`src/rtl/dma_drr_scheduler_if.sv`:
```
// Downstream DMA request bundle of the DRR scheduler.
// One latched request, valid/ready handshake.
interface dma_drr_scheduler_if #(
  parameter int N_REGIONS_BITS = 2,
  parameter int LEN_BITS       = 28
);
  logic                      m_req_valid;
  logic                      m_req_ready;
  logic [N_REGIONS_BITS-1:0] m_req_vfid;
  logic [LEN_BITS-1:0]       m_req_len;
  logic                      m_req_ctl;

  modport master (
    output m_req_valid,
    output m_req_vfid,
    output m_req_len,
    output m_req_ctl,
    input  m_req_ready
  );

  modport slave (
    input  m_req_valid,
    input  m_req_vfid,
    input  m_req_len,
    input  m_req_ctl,
    output m_req_ready
  );
endinterface

```
`src/rtl/dma_drr_scheduler.sv`:
```
// Deficit-round-robin arbiter for the shared DMA request channel.
// Beat-weighted fairness plus a per-region in-flight cap.
module dma_drr_scheduler #(
  parameter int N_REGIONS       = 4,
  parameter int N_REGIONS_BITS  = 2,
  parameter int LEN_BITS        = 28,
  parameter int BEAT_LOG_BITS   = 6,
  parameter int QUANTUM_LOG     = 4,
  parameter int MAX_OUTSTANDING = 8,
  localparam int OBITS = $clog2(MAX_OUTSTANDING + 1)
) (
  input  logic                                aclk,
  input  logic                                areset,
  input  logic [N_REGIONS-1:0][3:0]           weight,
  input  logic [N_REGIONS-1:0]                s_req_valid,
  output logic [N_REGIONS-1:0]                s_req_ready,
  input  logic [N_REGIONS-1:0][LEN_BITS-1:0]  s_req_len,
  input  logic [N_REGIONS-1:0]                s_req_ctl,
  dma_drr_scheduler_if.master                 m_req,
  input  logic                                cpl_valid,
  input  logic [N_REGIONS_BITS-1:0]           cpl_vfid,
  output logic [N_REGIONS-1:0][OBITS-1:0]     outstanding,
  output logic [31:0]                         grant_cnt,
  output logic                                cpl_err
);

  localparam int BLEN_BITS = LEN_BITS - BEAT_LOG_BITS;
  localparam int DBITS     = BLEN_BITS + 1;

  localparam logic [0:0] SEL   = 1'b0;
  localparam logic [0:0] ISSUE = 1'b1;

  localparam logic [N_REGIONS_BITS-1:0] RR_LAST =
    N_REGIONS_BITS'(N_REGIONS - 1);
  localparam logic [OBITS-1:0] O_MAX = OBITS'(MAX_OUTSTANDING);

  logic [0:0]                state;
  logic [N_REGIONS_BITS-1:0] rr;
  logic [N_REGIONS_BITS-1:0] rr_next;
  logic [DBITS-1:0]          deficit [N_REGIONS];

  logic [3:0]          cur_w;
  logic [LEN_BITS-1:0] cur_len;
  logic [LEN_BITS-1:0] len_m1;
  logic [DBITS-1:0]    beats;
  logic [DBITS-1:0]    quantum;
  logic [DBITS:0]      refill_sum;
  logic                skip;
  logic                blocked;
  logic                take;
  logic                grant;
  logic [N_REGIONS-1:0] inc_vec;
  logic [N_REGIONS-1:0] dec_vec;

  always_comb begin
    cur_w   = weight[rr];
    cur_len = s_req_len[rr];
    len_m1  = cur_len - LEN_BITS'(1);
    beats   = (cur_len == '0) ? DBITS'(1)
            : DBITS'(len_m1 >> BEAT_LOG_BITS) + DBITS'(1);
    quantum    = DBITS'(cur_w) << QUANTUM_LOG;
    refill_sum = {1'b0, deficit[rr]} + {1'b0, quantum};
    skip    = (cur_w == 4'd0) || !s_req_valid[rr];
    blocked = !skip && (outstanding[rr] == O_MAX);
    take    = !skip && !blocked && (deficit[rr] >= beats);
    grant   = (state == SEL) && take;
    rr_next = (rr == RR_LAST) ? '0 : rr + N_REGIONS_BITS'(1);
    s_req_ready = '0;
    if (grant && !areset) s_req_ready[rr] = 1'b1;
    inc_vec = '0;
    if (grant) inc_vec[rr] = 1'b1;
    dec_vec = '0;
    if (cpl_valid) dec_vec[cpl_vfid] = 1'b1;
  end

  assign m_req.m_req_valid = (state == ISSUE);

  always_ff @(posedge aclk) begin
    if (areset) begin
      state     <= SEL;
      rr        <= '0;
      grant_cnt <= '0;
      m_req.m_req_vfid <= '0;
      m_req.m_req_len  <= '0;
      m_req.m_req_ctl  <= 1'b0;
      for (int i = 0; i < N_REGIONS; i++) deficit[i] <= '0;
    end else if (state == ISSUE) begin
      if (m_req.m_req_ready) state <= SEL;
    end else begin
      unique case (1'b1)
        skip: begin
          deficit[rr] <= '0;
          rr          <= rr_next;
        end
        blocked: rr <= rr_next;
        take: begin
          deficit[rr]      <= deficit[rr] - beats;
          m_req.m_req_vfid <= rr;
          m_req.m_req_len  <= cur_len;
          m_req.m_req_ctl  <= s_req_ctl[rr];
          grant_cnt        <= grant_cnt + 32'd1;
          state            <= ISSUE;
        end
        default: begin
          // quantum refill saturates instead of wrapping
          deficit[rr] <= refill_sum[DBITS] ? '1
                       : refill_sum[DBITS-1:0];
          rr <= rr_next;
        end
      endcase
    end
  end

  // a grant and a completion on one region cancel out
  always_ff @(posedge aclk) begin
    if (areset) begin
      outstanding <= '0;
      cpl_err     <= 1'b0;
    end else begin
      for (int i = 0; i < N_REGIONS; i++) begin
        if (inc_vec[i] && !dec_vec[i]) begin
          outstanding[i] <= outstanding[i] + OBITS'(1);
        end else if (dec_vec[i] && !inc_vec[i]) begin
          if (outstanding[i] == '0) cpl_err <= 1'b1;
          else outstanding[i] <= outstanding[i] - OBITS'(1);
        end
      end
    end
  end

endmodule

```
`src/flat_wrapper.sv`:
```
// flat-port wrapper written by rule: the top's interface ports become plain ports
module dma_drr_scheduler_flat 
#(
  parameter int N_REGIONS       = 4,
  parameter int N_REGIONS_BITS  = 2,
  parameter int LEN_BITS        = 28,
  parameter int BEAT_LOG_BITS   = 6,
  parameter int QUANTUM_LOG     = 4,
  parameter int MAX_OUTSTANDING = 8,
  localparam int OBITS = $clog2(MAX_OUTSTANDING + 1)
)
  (aclk, areset, weight, s_req_valid, s_req_ready, s_req_len, s_req_ctl, cpl_valid, cpl_vfid, outstanding, grant_cnt, cpl_err, m_req_m_req_valid, m_req_m_req_vfid, m_req_m_req_len, m_req_m_req_ctl, m_req_m_req_ready);
  dma_drr_scheduler_if #(.N_REGIONS_BITS(N_REGIONS_BITS), .LEN_BITS(LEN_BITS)) m_req_i ();
  input  logic aclk;
  input  logic areset;
  input  logic [N_REGIONS-1:0][3:0] weight;
  input  logic [N_REGIONS-1:0] s_req_valid;
  output logic [N_REGIONS-1:0] s_req_ready;
  input  logic [N_REGIONS-1:0][LEN_BITS-1:0] s_req_len;
  input  logic [N_REGIONS-1:0] s_req_ctl;
  input  logic cpl_valid;
  input  logic [N_REGIONS_BITS-1:0] cpl_vfid;
  output logic [N_REGIONS-1:0][OBITS-1:0] outstanding;
  output logic [31:0] grant_cnt;
  output logic cpl_err;
  output wire logic [$bits(m_req_i.m_req_valid)-1:0] m_req_m_req_valid;
  output wire logic [$bits(m_req_i.m_req_vfid)-1:0] m_req_m_req_vfid;
  output wire logic [$bits(m_req_i.m_req_len)-1:0] m_req_m_req_len;
  output wire logic [$bits(m_req_i.m_req_ctl)-1:0] m_req_m_req_ctl;
  input wire logic [$bits(m_req_i.m_req_ready)-1:0] m_req_m_req_ready;
  assign m_req_m_req_valid = m_req_i.m_req_valid;
  assign m_req_m_req_vfid = m_req_i.m_req_vfid;
  assign m_req_m_req_len = m_req_i.m_req_len;
  assign m_req_m_req_ctl = m_req_i.m_req_ctl;
  assign m_req_i.m_req_ready = m_req_m_req_ready;
  dma_drr_scheduler #(.N_REGIONS(N_REGIONS), .N_REGIONS_BITS(N_REGIONS_BITS), .LEN_BITS(LEN_BITS), .BEAT_LOG_BITS(BEAT_LOG_BITS), .QUANTUM_LOG(QUANTUM_LOG), .MAX_OUTSTANDING(MAX_OUTSTANDING)) u_core (.aclk(aclk), .areset(areset), .weight(weight), .s_req_valid(s_req_valid), .s_req_ready(s_req_ready), .s_req_len(s_req_len), .s_req_ctl(s_req_ctl), .m_req(m_req_i), .cpl_valid(cpl_valid), .cpl_vfid(cpl_vfid), .outstanding(outstanding), .grant_cnt(grant_cnt), .cpl_err(cpl_err));
endmodule
```
`config.mk`:
```
export PLATFORM = sky130hd
export DESIGN_NAME = dma_drr_scheduler_flat
export DESIGN_NICKNAME = d
export VERILOG_FILES = /design/src/rtl/dma_drr_scheduler_if.sv /design/src/rtl/dma_drr_scheduler.sv /design/src/flat_wrapper.sv
export SDC_FILE = /design/constraint.sdc
export NUM_CORES = 1
export LEC_CHECK = 0
export BUFFER_PORTS_ARGS = -buffer_cell sky130_fd_sc_hd__buf_2
export CAP_MARGIN = 30
export CELL_PAD_IN_SITES_DETAIL_PLACEMENT = 1
export CELL_PAD_IN_SITES_GLOBAL_PLACEMENT = 2
export CORE_UTILIZATION = 35
export CTS_BUF_LIST = sky130_fd_sc_hd__clkbuf_16
export CTS_CLUSTER_DIAMETER = 60
export DETAILED_ROUTE_END_ITERATION = 7
export PLACE_DENSITY_LB_ADDON = 0.1
export SETUP_SLACK_MARGIN = 0.1
export SLEW_MARGIN = 40
export SYNTH_ARGS = -nofsm -noshare
export SYNTH_HDL_FRONTEND = slang
export SYNTH_SLANG_ARGS = --single-unit
export TNS_END_PERCENT = 10
```
`constraint.sdc`:
```
create_clock -name aclk -period 9.6 [get_ports aclk]
set_input_delay 0.96 -clock aclk [delete_from_list [all_inputs] [get_ports aclk]]
set_output_delay 0.96 -clock aclk [all_outputs]
set_load 0.005 [all_outputs]
```
==> run summary, run 1 <==
The wire length of the first global-routing pass was 54,800 µm. The biggest area consumer among synthesized cells was edfxtp_1. Ratio of routed vias to standard cells: 5.32. The maximum clock insertion buffer count came out at 2. The worst pin sits at a relative slew slack of 51.6%. Once detailed placement completed, the half-perimeter wirelength came to 25,400 µm. Across every metal layer, demand over resource in global routing totals 21.4%.

The die covers 32,900 µm². The register area share after synthesis is 39.6%. CTS built an H-tree with a depth of 4. The tool flagged a number of max-cap violations equal to 0.

The tools report the quantity of hold-fixing buffers added after cts as 0. The number of unique standard cell types used by synthesis was 73; the minimum clock period was 7.72 ns. Before antenna repair, the detailed router went through 4 iterations.

The startpoint type of the worst setup path was a register. After detailed routing, the total wire length is 34,300 µm. The most common cell after layout, fill and taps aside was buf_2.

Summing all placed instances gives a cell area of 12,800 µm². During synthesis, Yosys emitted a total of 0 warnings. TritonCTS built the clock tree.

The run finished with clean final reports. The initial antenna violation count came out at 0. From synthesis to final layout, the design area changed by 18.7%. The run gives 42.3% as the final core area utilization. The library cells used most frequently in the layout, excluding fill and tap cells, are buf_2, nor2_1, nand2_1.

In this run the critical register-to-register path is launched from u_core.rr[0]. At the pin with the least slew margin, the transition time is 0.715 ns. The tools report the via count of the first global-routing pass as 9,838.

Counting flops and latches in the post-synthesis netlist gives 177. The run gives 0 as the antenna diode instance count. On the worst path, the slowest cell contributes a delay of 0.76 ns.

The endpoint of the worst hold path is u_core.m_req.m_req_len[12]. The post-route fraction of the period consumed by the critical path was 80.4%. Of all flip-flops after synthesis, the portion carrying an async set or reset was 0%.

The antenna violation net count after detailed routing is 0. The worst setup path is captured at an output pin. In the final routed layout, each cell accounts on average for 19.4 µm. For this configuration, the core starts out at a cell density of 35.6%. Gates resized during post-CTS repair numbered 0. Data arrives at the worst endpoint at 6.76 ns. Count of port buffers added during placement: 226. The logs give 0 for the number of hold violations in the final report and 0 for the total grt overflow. The power per cell area works out to 305 nW/µm². Area of the mapped netlist: 11,300 µm². The clock skew came out at 0.0102 ns. Setup total negative slack on the finished layout was measured at 0 ns. Across all hold checks on the routed design, the worst slack comes to 0.456 ns. For the final instance area, the log shows 13,400 µm².

The proportion of layout cells with a drive suffix above 1 is 25.6%. The synthesized netlist net count came out at 1,346. Register clock-pin slew on the reported worst setup and hold paths: 0.07 ns.

For the worst setup path, the data required time is 8.64 ns. Number of pins with negative max-slew slack in the final report: 0. The endpoint identified for the worst register-to-register timing path is u_core.outstanding[15]. The worst-case IR drop observed on VDD is 0.000143 V.

The root buffer cell was clkbuf_16. The highest attainable clock frequency came out at 130 MHz. The number of setup buffers added after CTS came out at 0. The tools report the overall power after layout as 4090 µW. The worst hold path was traced through 2 stages. For this run, the leading register cell type out of synthesis is edfxtp_1. Synthesized area per cell: 9.81 µm². The run gives 1,149 as the count of mapped cells out of synthesis.

The logic depth of the worst register-to-register path works out to 31. Yosys mapped a number of flops with a built-in enable equal to 92. In this run, the number of DRC markers left after iteration 0 of detailed routing was 426.

Number of setup violations in the final report: 0. The kind of critical path was reg2out. For the leakage power summed over all cells, the log shows 0.00554 µW.

The global placement routability congestion is 0.843. Setup repair after global routing left no endpoint under its margin. Pin placement for this block handled 227 I/O pins.

For the source-to-sink clock delay at the later pin of the worst-skew pair, the log shows 0.45 ns. The worst min-delay path category is reg2reg. The setup slack of the worst register-to-register path was 2.14 ns. The die span in x works out to 181 µm. The logs give 1,549 for the layout net count and 17 for the number of CTS-inserted buffers. The placeable core area is 31,600 µm², and the die height is 181 µm.

In the post-synthesis netlist, the biggest area contributors are edfxtp_1, dfxtp_1, mux4_2, ha_1, nand2_1. For this run, design rule violations remaining after detail routing come to 0. Count of standard-cell rows: 65. The cell with the biggest individual delay on the critical path is dfxtp_4. Traced cell by cell, the critical path runs through mux4_1 > or4_4 > or3_1 > nor2_1 > xor2_1 > ha_1 > nand2_1 > nor3_1 > a21o_1 > nor2_1 > a21oi_1 > xnor2_1 > nand2_1 > ha_1 > nand3_1 > nor4_1 > a211oi_1 > o21ai_1 > and2_1 > buf_4 > and3_1 > buf_2.

The clock net in this run drives a total of 177 sinks. For this block, the via count after detailed routing is 9,395. In this run the most critical hold path is launched from u_core.m_req.m_req_len[12]. Entering global routing, the biggest net connects 89 pins. The launch point of the critical path was u_core.rr[0]. Area share of the leading cell type in the synthesized netlist: 24.5%. The maximum fanout along the worst path is 32.
## synthesized netlist by cell type (all sizes together), types with 8 or more instances
cell,count
ha,49
clkbuf,35
o21ai,28
nand3,32
o311ai,11
xnor2,59
a21oi,74
nor3,33
and2,11
dfxtp,85
inv,53
nor2,145
nand4,24
nand2,148
mux4,57
xor2,38
a21o,18
edfxtp,92
or3,8
and3,16
a211oi,10
buf,20
nor4,12
nand2b,9
## how the worst max path moves through the flow
| stage | end | slack, ns | cells past startpoint |
|---|---|---|---|
| global placement | u_core.outstanding[15] | 1.98 | 31 |
| global route | s_req_ready[2] | 1.31 | 22 |
| CTS | s_req_ready[2] | 1.78 | 22 |
| detailed placement | u_core.outstanding[15] | 1.96 | 32 |
| finish | s_req_ready[2] | 1.88 | 22 |
| floorplan | u_core.outstanding[3] | 2.38 | 34 |
## critical path: cells and delay by family, from the launching register on
kind	cells	cell delay, ns
AOI/OAI and AO/OA	4	0.63
DFF	1	0.76
buffers and inverters	2	0.43
adders and majority gates	2	0.72
and+or+nand+nor	11	2.76
xor gates and xnor gates	2	0.30
muxes	1	0.69
## metal layers
metal / up-vias / part of all wire [%] / GRT usage [%]
li1: 4565 / - / -
met1: 4616 / 45 / 27.6
met2: 182 / 50 / 36.7
met3: 32 / 3.5 / 3.71
met4: 0 / 1.5 / 5.90
met5: - / 0 / 0
## state kept, by name, summed over array words and instances (netlist names), 2 cells and up, named ones only
name,flops
u_core.deficit,92
u_core.rr,2
u_core.outstanding,16
u_core.grant_cnt,32
u_core.m_req.m_req_vfid,2
u_core.m_req.m_req_len,28
## power by group
part / internal [µW] / switching (µW) / leakage (µW)
registers: 977 / 104 / 0.00165
logic: 884 / 1410 / 0.00361
clock network: 370 / 343 / 0.000284
## per-stage QoR
stage / std cells / worst slack [ns]
final: 1767 / 1.88
after global routing: 1767 / 1.31
after CTS: 1767 / 1.78
after detailed placement: 1735 / 1.96
after global placement: 1735 / 1.98
after floorplan: 1149 / 2.38
## layout make-up
class	count	area [µm²]
inverters	53	199
well taps	402	503
repair buffers	239	1230
fillers	3659	18300
multi-input cells	864	6380
clock inverters	15	165
flip-flops and latches	177	4470
clock buffers	17	425
## cells by family (layout without fill, tap and decap cells)
family,count (synthesis),in the layout,synth area share (%)
compound gates,177,177,9.86
xor+xnor,97,97,7.54
fa+ha+maj,55,55,6.50
buf+inv,108,324,4.10
flops,177,177,39.6
mux,63,63,12.1
simple gates,472,472,20.3
(Power assumes the default switching activity.)
==> run 2, diff against run 1 <==
CORE_UTILIZATION = 31   (was 35)
clock period = 6.4 ns   (was 9.6 ns; I/O delays follow)
==> run summary, run 2 (synthesized netlist as in run 1, its figures left out) <==
The run gives 0 ns (unchanged) as the final total negative setup slack. The fraction of power consumed by sequential logic is 23.5% (was 26.4%), and the average routed wire per standard cell is 18.9 µm (was 19.4 µm). Kind of critical path: reg2reg (was reg2out). DRC violation total after the first TritonRoute iteration: 408 (was 426). The final core area utilization is 40.9% (was 42.3%), and the relative max-transition margin is 48.4% (was 51.6%). The tools report the root buffer cell as clkbuf_16 (unchanged). The layout overhead on the synthesized area was 29.4% (was 18.7%). Number of CTS-inserted buffers: 17 (unchanged).

The largest stage delay on the critical path works out to 0.56 ns (was 0.76 ns). The end of the worst register-to-register path was u_core.outstanding[3] (was u_core.outstanding[15]). The hold path depth works out to 2 (unchanged). For the number of fillers in the final layout, the log shows 4,106 (was 3,659). The ratio of routed vias to standard cells came out at 5.03 (was 5.32). The number of pins with negative max-slew slack in the final report was 0 (unchanged); the number of DRC violations after detailed routing was 30 (was 0). The clock skew was 0.00990 ns (was 0.0102 ns). Largest registers: u_core.deficit x92, u_core.grant_cnt x32, u_core.m_req.m_req_len x28 (unchanged). The tools report the maximum clock insertion buffer count as 2 (unchanged).

The leakage power summed over all cells was 0.00614 µW (was 0.00554 µW). The die height is 193 µm (was 181 µm), and the wire length of the first global-routing pass is 56,500 µm (was 54,800 µm). The proportion of layout cells with a drive suffix above 1 is 34.1% (was 25.6%), and the total wire length is 36,600 µm (was 34,300 µm). The layout net count was 1,664 (was 1,549); the top-level I/O count was 227 (unchanged).

Critical hold path startpoint: u_core.m_req.m_req_len[15] (was u_core.m_req.m_req_len[12]). The logic depth of the worst register-to-register path is 33 (was 31). The tools report the source-to-sink clock delay at the later pin of the worst-skew pair as 0.46 ns (was 0.45 ns). Commonest cells after routing, fill and taps aside: buf_2, nor2_1, nand2_1 (unchanged).

The quantity of hold-fixing buffers added after cts was 0 (unchanged); the starting density of the core was 31.6% (was 35.6%). The tools report the startpoint type of the worst setup path as a register (unchanged). The run gives 55 (was 89) as the pin count of the biggest net entering global routing. Maximum level of the CTS H-tree: 4 (unchanged). The most common cell after layout, fill and taps aside is buf_2 (unchanged). The run gives 10,200 (was 9,838) as the via count of the first global-routing pass. For the count of standard-cell rows, the log shows 69 (was 65). The run gives 0 (unchanged) as the initial antenna violation count. Switching power total: 2940 µW (was 1860 µW). The register clock-pin slew on the reported worst setup and hold paths came out at 0.07 ns (about the same). Combinational share of power: 60.8% (was 56.1%). The slew at the pin closest to its max-slew limit came out at 0.773 ns (was 0.715 ns).

The total grt overflow was 0 (unchanged); the count of non-filler cells in the finished layout was 1,941 (was 1,767). The cell with the biggest individual delay on the critical path was or4_4 (was dfxtp_4). The setup slack at placement came out at -0.437 ns (was 1.96 ns).

The endpoint of the worst hold path is u_core.m_req.m_req_len[15] (was u_core.m_req.m_req_len[12]). The number of flip-flops in the largest register is 92 (unchanged), and the number of hold violations in the final report is 0 (unchanged). The count of port buffers added during placement is 226 (unchanged), and the placeable core area is 35,700 µm² (was 31,600 µm²). The run gives 9,760 (was 9,395) as the total number of vias. The run gives 0 (unchanged) as the max-capacitance violation count. The internal power is 3860 µW (was 2230 µW). Multi-input gate area in the final layout: 6620 µm² (was 6380 µm²). The run gives 15.7% (was 17.4%) as the portion of total power attributed to the clock network. Setup repair after global routing could not meet its margin everywhere.

Most flop-heavy register: u_core.deficit (unchanged). The net switching fraction of the power is 43.2% (was 45.4%). The largest voltage drop on the vdd net was 0.000289 V (was 0.000143 V). The critical path endpoint category is a register (was an output pin). The tools report the number of setup violations in the final report as 0 (unchanged). The run gives 20.1% (was 21.4%) as the combined global-route utilization of all metal layers. For the data required time of the worst path, the log shows 6.73 ns (was 8.64 ns).

Worst min-delay path category: reg2reg (unchanged). The run finished, with violations left. Area of the die: 37,100 µm² (was 32,900 µm²).

The logs give 177 (unchanged) for the sink count of the clock tree and 0.808 (was 0.843) for the global placement routability congestion. The setup slack of the worst register-to-register path was 0.18 ns (was 2.14 ns); the count of TritonRoute iterations in the first routing pass was 8 (was 4). For this run, the top clock speed supported by timing is 161 MHz. For the arrival time of the worst setup path, the log shows 6.54 ns (was 6.76 ns). Dividing the final minimum period by the clock period gives 97.2%. Half-perimeter wire length after placement: 28,000 µm (was 25,400 µm). The minimum clock period works out to 6.22 ns.

Setup slack of the critical path after layout: 0.181 ns (was 1.88 ns). Antenna diode instance count: 0 (unchanged). The power per cell area was 467 nW/µm² (was 305 nW/µm²); the placed cell count was 1,898 (was 1,735). TritonCTS built the clock tree.

The startpoint of the lowest-slack register-to-register path was u_core.rr[0] (unchanged). The checks that failed: DRC. The maximum fanout along the worst path was 7 (was 32); the sequential cell area in the final layout was 4470 µm² (about the same). The die span in x is 193 µm (was 181 µm). The run gives 0 (unchanged) as the antenna violation net count after detailed routing.
-- run 2: final cells by class --
class | instances | share of cell area (%)
Inverter | 53 | 1.41
Sequential cell | 177 | 30.6
Clock buffer | 17 | 2.92
Multi-Input combinational cell | 864 | 45.4
Clock inverter | 15 | 1.10
Tap cell | 461 | 3.95
Timing Repair Buffer | 354 | 14.6
-- run 2: how the worst max path moves through the flow --
stage,start,to,slack [ns],depth (start not counted)
after global placement,s_req_len[30],u_core.outstanding[15],-0.35,32
after floorplan,s_req_len[88],u_core.outstanding[7],0.05,34
after global routing,u_core.rr[0],u_core.outstanding[3],-0.17,33
after detailed placement,s_req_len[30],u_core.outstanding[15],-0.44,32
final,u_core.rr[0],u_core.outstanding[3],0.18,33
after CTS,u_core.rr[0],u_core.outstanding[3],0.08,33
-- run 2: power groups by stage --
stage | registers [µW] | logic, µW | clock network (µW)
final | 1600 | 4140 | 1070
after global routing | 1640 | 4560 | 1140
after CTS | 1610 | 4160 | 1100
after detailed placement | 1630 | 4010 | 0
after global placement | 1620 | 3970 | 0
after floorplan | 1560 | 2600 | 0
-- run 2: critical path: cells and delay by family (launching register included) --
kind | cells | cell delay, ns
and+or+nand+nor | 13 | 2.06
DFF | 1 | 0.42
adders and majority gates | 4 | 0.85
buffers and inverters | 5 | 0.53
xor gates and xnor gates | 3 | 0.45
AOI/OAI and AO/OA | 5 | 0.97
muxes | 3 | 0.83
-- run 2: stage by stage --
| stage | hold slack, ns | cell area [µm²] | power [µW] |
|---|---|---|---|
| 6_report | 0.452 | 14600 | 6810 |
| 5_1_grt | 0.472 | 14600 | 7340 |
| 4_1_cts | 0.440 | 14500 | 6870 |
| 3_5_place_dp | 0.446 | 13800 | 5650 |
| 3_3_place_gp | 0.440 | 13800 | 5590 |
| 2_1_floorplan | 0.453 | 11500 | 4160 |
-- run 2: timing repair --
item	4_1_cts	5_1_grt
endpoints found under the hold margin	0	0
buffers inserted	10	1
endpoints found under the setup margin	43	93
pin swaps	5	3
gates cloned	0	0
resized for setup	15	18
-- run 2: metal layers --
layer,up-vias,share of wire [%],track usage (%)
met4,0,1.0,4.36
met3,20,3.7,3.13
met5,-,0,0
li1,4780,-,-
met1,4794,45,25.7
met2,166,51,35.2
==> run 3, diff against run 2 <==
==> constraint.sdc (replaced) <==
create_clock -name aclk -period 6.4 [get_ports aclk]
set_input_delay 0.96 -clock aclk [delete_from_list [all_inputs] [get_ports aclk]]
set_output_delay 0.96 -clock aclk [all_outputs]
set_load 0.005 [all_outputs]
==> run summary, run 3 (synthesized netlist as in run 1, its figures left out) <==
The run finished, with violations left. Failing checks: DRC, setup timing (was DRC). The area of the die was 37,100 µm² (unchanged); the relative max-transition margin was 46.1% (was 48.4%). The run gives 20.4% (was 20.1%) as the combined global-route utilization of all metal layers.

Highest attainable clock frequency: 150 MHz (was 161 MHz). The tools report the antenna violation net count after detailed routing as 0 (unchanged). The count of standard-cell rows is 69 (unchanged).

The setup slack of the worst register-to-register path is 0.02 ns (was 0.18 ns), and the placeable core area is 35,700 µm² (unchanged). For the data required time of the worst path, the log shows 5.44 ns (was 6.73 ns). The run gives 1,705 (was 1,664) as the layout net count.

Worst min-delay path category: reg2reg (unchanged). The tools report the root buffer cell as clkbuf_16 (unchanged). The run gives 29 (was 30) as the number of DRC violations after detailed routing. The setup slack of the critical path after layout was -0.254 ns (was 0.181 ns). The proportion of layout cells with a drive suffix above 1 works out to 36.8% (was 34.1%). The max-capacitance violation count was 0 (unchanged); the total number of vias was 10,000 (was 9,760). The register clock-pin slew on the reported worst setup and hold paths works out to 0.07 ns (about the same). The maximum fanout along the worst path works out to 4 (was 7). The number of CTS-inserted buffers was 17 (unchanged). The run gives 0 (unchanged) as the quantity of hold-fixing buffers added after cts.

The tools report the antenna diode instance count as 0 (unchanged). Source-to-sink clock delay at the later pin of the worst-skew pair: 0.46 ns (about the same). The largest voltage drop on the vdd net is 0.000260 V (was 0.000289 V). The total wire length is 37,300 µm (was 36,600 µm), and the via count of the first global-routing pass is 10,400 (was 10,200).

Largest registers: u_core.deficit x92, u_core.grant_cnt x32, u_core.m_req.m_req_len x28 (unchanged). TritonCTS built the clock tree. Overall power after layout: 7120 µW (was 6810 µW). The tools report the DRC violation total after the first TritonRoute iteration as 392 (was 408). For the number of fillers in the final layout, the log shows 4,095 (was 4,106).

Most flop-heavy register: u_core.deficit (unchanged). The die height works out to 193 µm (unchanged). Commonest cells after routing, fill and taps aside: buf_2, buf_4, nor2_1, nand2_1, edfxtp_1 (was buf_2, nor2_1, nand2_1). The count of port buffers added during placement works out to 226 (unchanged). The arrival time of the worst setup path is 5.69 ns (was 6.54 ns), and the slew at the pin closest to its max-slew limit is 0.807 ns (was 0.773 ns).

The tools report the number of setup violations in the final report as 7 (was 0). The pin count of the biggest net entering global routing is 89 (was 55). The layout overhead on the synthesized area was 33.7% (was 29.4%); the clock skew was 0.0119 ns (was 0.00990 ns). The post-route fraction of the period consumed by the critical path was 104% (was 97.2%).

The cell with the biggest individual delay on the critical path was or4_4 (unchanged). The ratio of routed vias to standard cells was 5.05 (was 5.03). Setup repair after global routing could not meet its margin everywhere. The starting density of the core was 31.6% (unchanged); the power per cell area was 473 nW/µm² (was 467 nW/µm²).

Critical path endpoint category: an output pin (was a register). The count of TritonRoute iterations in the first routing pass is 6 (was 8), and the average routed wire per standard cell is 18.8 µm (was 18.9 µm). The largest stage delay on the critical path works out to 0.56 ns (about the same). The gate family responsible for the most delay along the worst path was simple AND/OR/NAND/NOR gates (unchanged). The die span in x is 193 µm (unchanged). The most common cell after layout, fill and taps aside is buf_2 (unchanged).

The total grt overflow is 0 (unchanged), and the wire length of the first global-routing pass is 57,500 µm (was 56,500 µm). Half-perimeter wire length after placement: 28,300 µm (was 28,000 µm). The tools report the maximum clock insertion buffer count as 2 (unchanged). The run gives 0.818 (was 0.808) as the global placement routability congestion. The logs give 4 (unchanged) for the maximum level of the CTS H-tree and 177 (unchanged) for the sink count of the clock tree. The leakage power summed over all cells is 0.00639 µW (was 0.00614 µW), and the number of hold violations in the final report is 0 (unchanged). The number of pins with negative max-slew slack in the final report was 0 (unchanged); the minimum clock period was 6.65 ns (was 6.22 ns). The logs give 42.3% (was 40.9%) for the final core area utilization and 0 (unchanged) for the initial antenna violation count. The startpoint type of the worst setup path was an input port (was a register). The number of flip-flops in the largest register works out to 92 (unchanged). The kind of critical path is in2out (was reg2reg). Number of buffer and inverter instances along the worst setup path: 4 (was 5). The top-level I/O count came out at 227 (unchanged).
==> run 3: cell types whose count changed in the layout (fill, tap and decap cells not counted), moves of 3 or more <==
cell,delta
nor3b_1,-3
ha_4,+3
buf_6,+10
buf_4,+36
nand2_2,-3
buf_2,-6
==> run 3: path summary, 6_finish.rpt <==
check                                           startpoint                          to  cells past startpoint
worst min-delay path            u_core.m_req.m_req_len[12]  u_core.m_req.m_req_len[12]                      2
worst min register to register  u_core.m_req.m_req_len[12]  u_core.m_req.m_req_len[12]                      2
worst max-delay path                         s_req_len[89]              s_req_ready[2]                     25
worst max register to register                u_core.rr[0]      u_core.outstanding[11]                     34
==> run 3: stage by stage <==
stage / std cells / hold slack, ns / worst slack [ns] / TNS [ns] / instance area, µm²
after detailed placement: 1936 / 0.445 / -0.590 / -28.18 / 14100
final: 1982 / 0.451 / -0.254 / -1.21 / 15100
after floorplan: 1149 / 0.453 / -0.268 / -1.65 / 11500
after global routing: 1982 / 0.476 / -0.447 / -3.46 / 15100
after CTS: 1975 / 0.455 / -0.302 / -1.17 / 14900
after global placement: 1936 / 0.440 / -0.432 / -11.16 / 14100
==> run 3: cell type report <==
cell class	instances	area (µm²)	area share [%]
multi-input cells	864	6710	44.5
inverters	53	209	1.39
repair buffers	395	2490	16.5
well taps	461	577	3.83
clock inverters	15	185	1.23
flip-flops and latches	177	4470	29.7
clock buffers	17	425	2.82
==> run 3: repair_timing <==
action / 4_1_cts / 5_1_grt
setup endpoints to repair: 34 / 103
resized for setup: 27 / 35
pin swaps: 19 / 9
cloned: 0 / 0
buffers inserted: 7 / 7
==> run 3: power by group <==
group          leakage [µW]  internal, µW  switching (µW)
Sequential          0.00165          1470             133
Combinational       0.00445          1990            2420
Clock              0.000292           618             492
Total               0.00639          4080            3040
==> run 3: layer usage <==
metal	vias to the layer above	wire (µm)	track usage (%)
met4	0	383	4.45
li1	4870	-	-
met2	171	18900	35.6
met1	4954	16700	26.0
met5	-	0	0
met3	22	1340	3.56
==> run 3: worst min-delay path, stage by stage, from the launching register on <==
cell and delay (ns):
dfxtp_1 0.31, nand2_1 0.05, a21oi_1 0.05
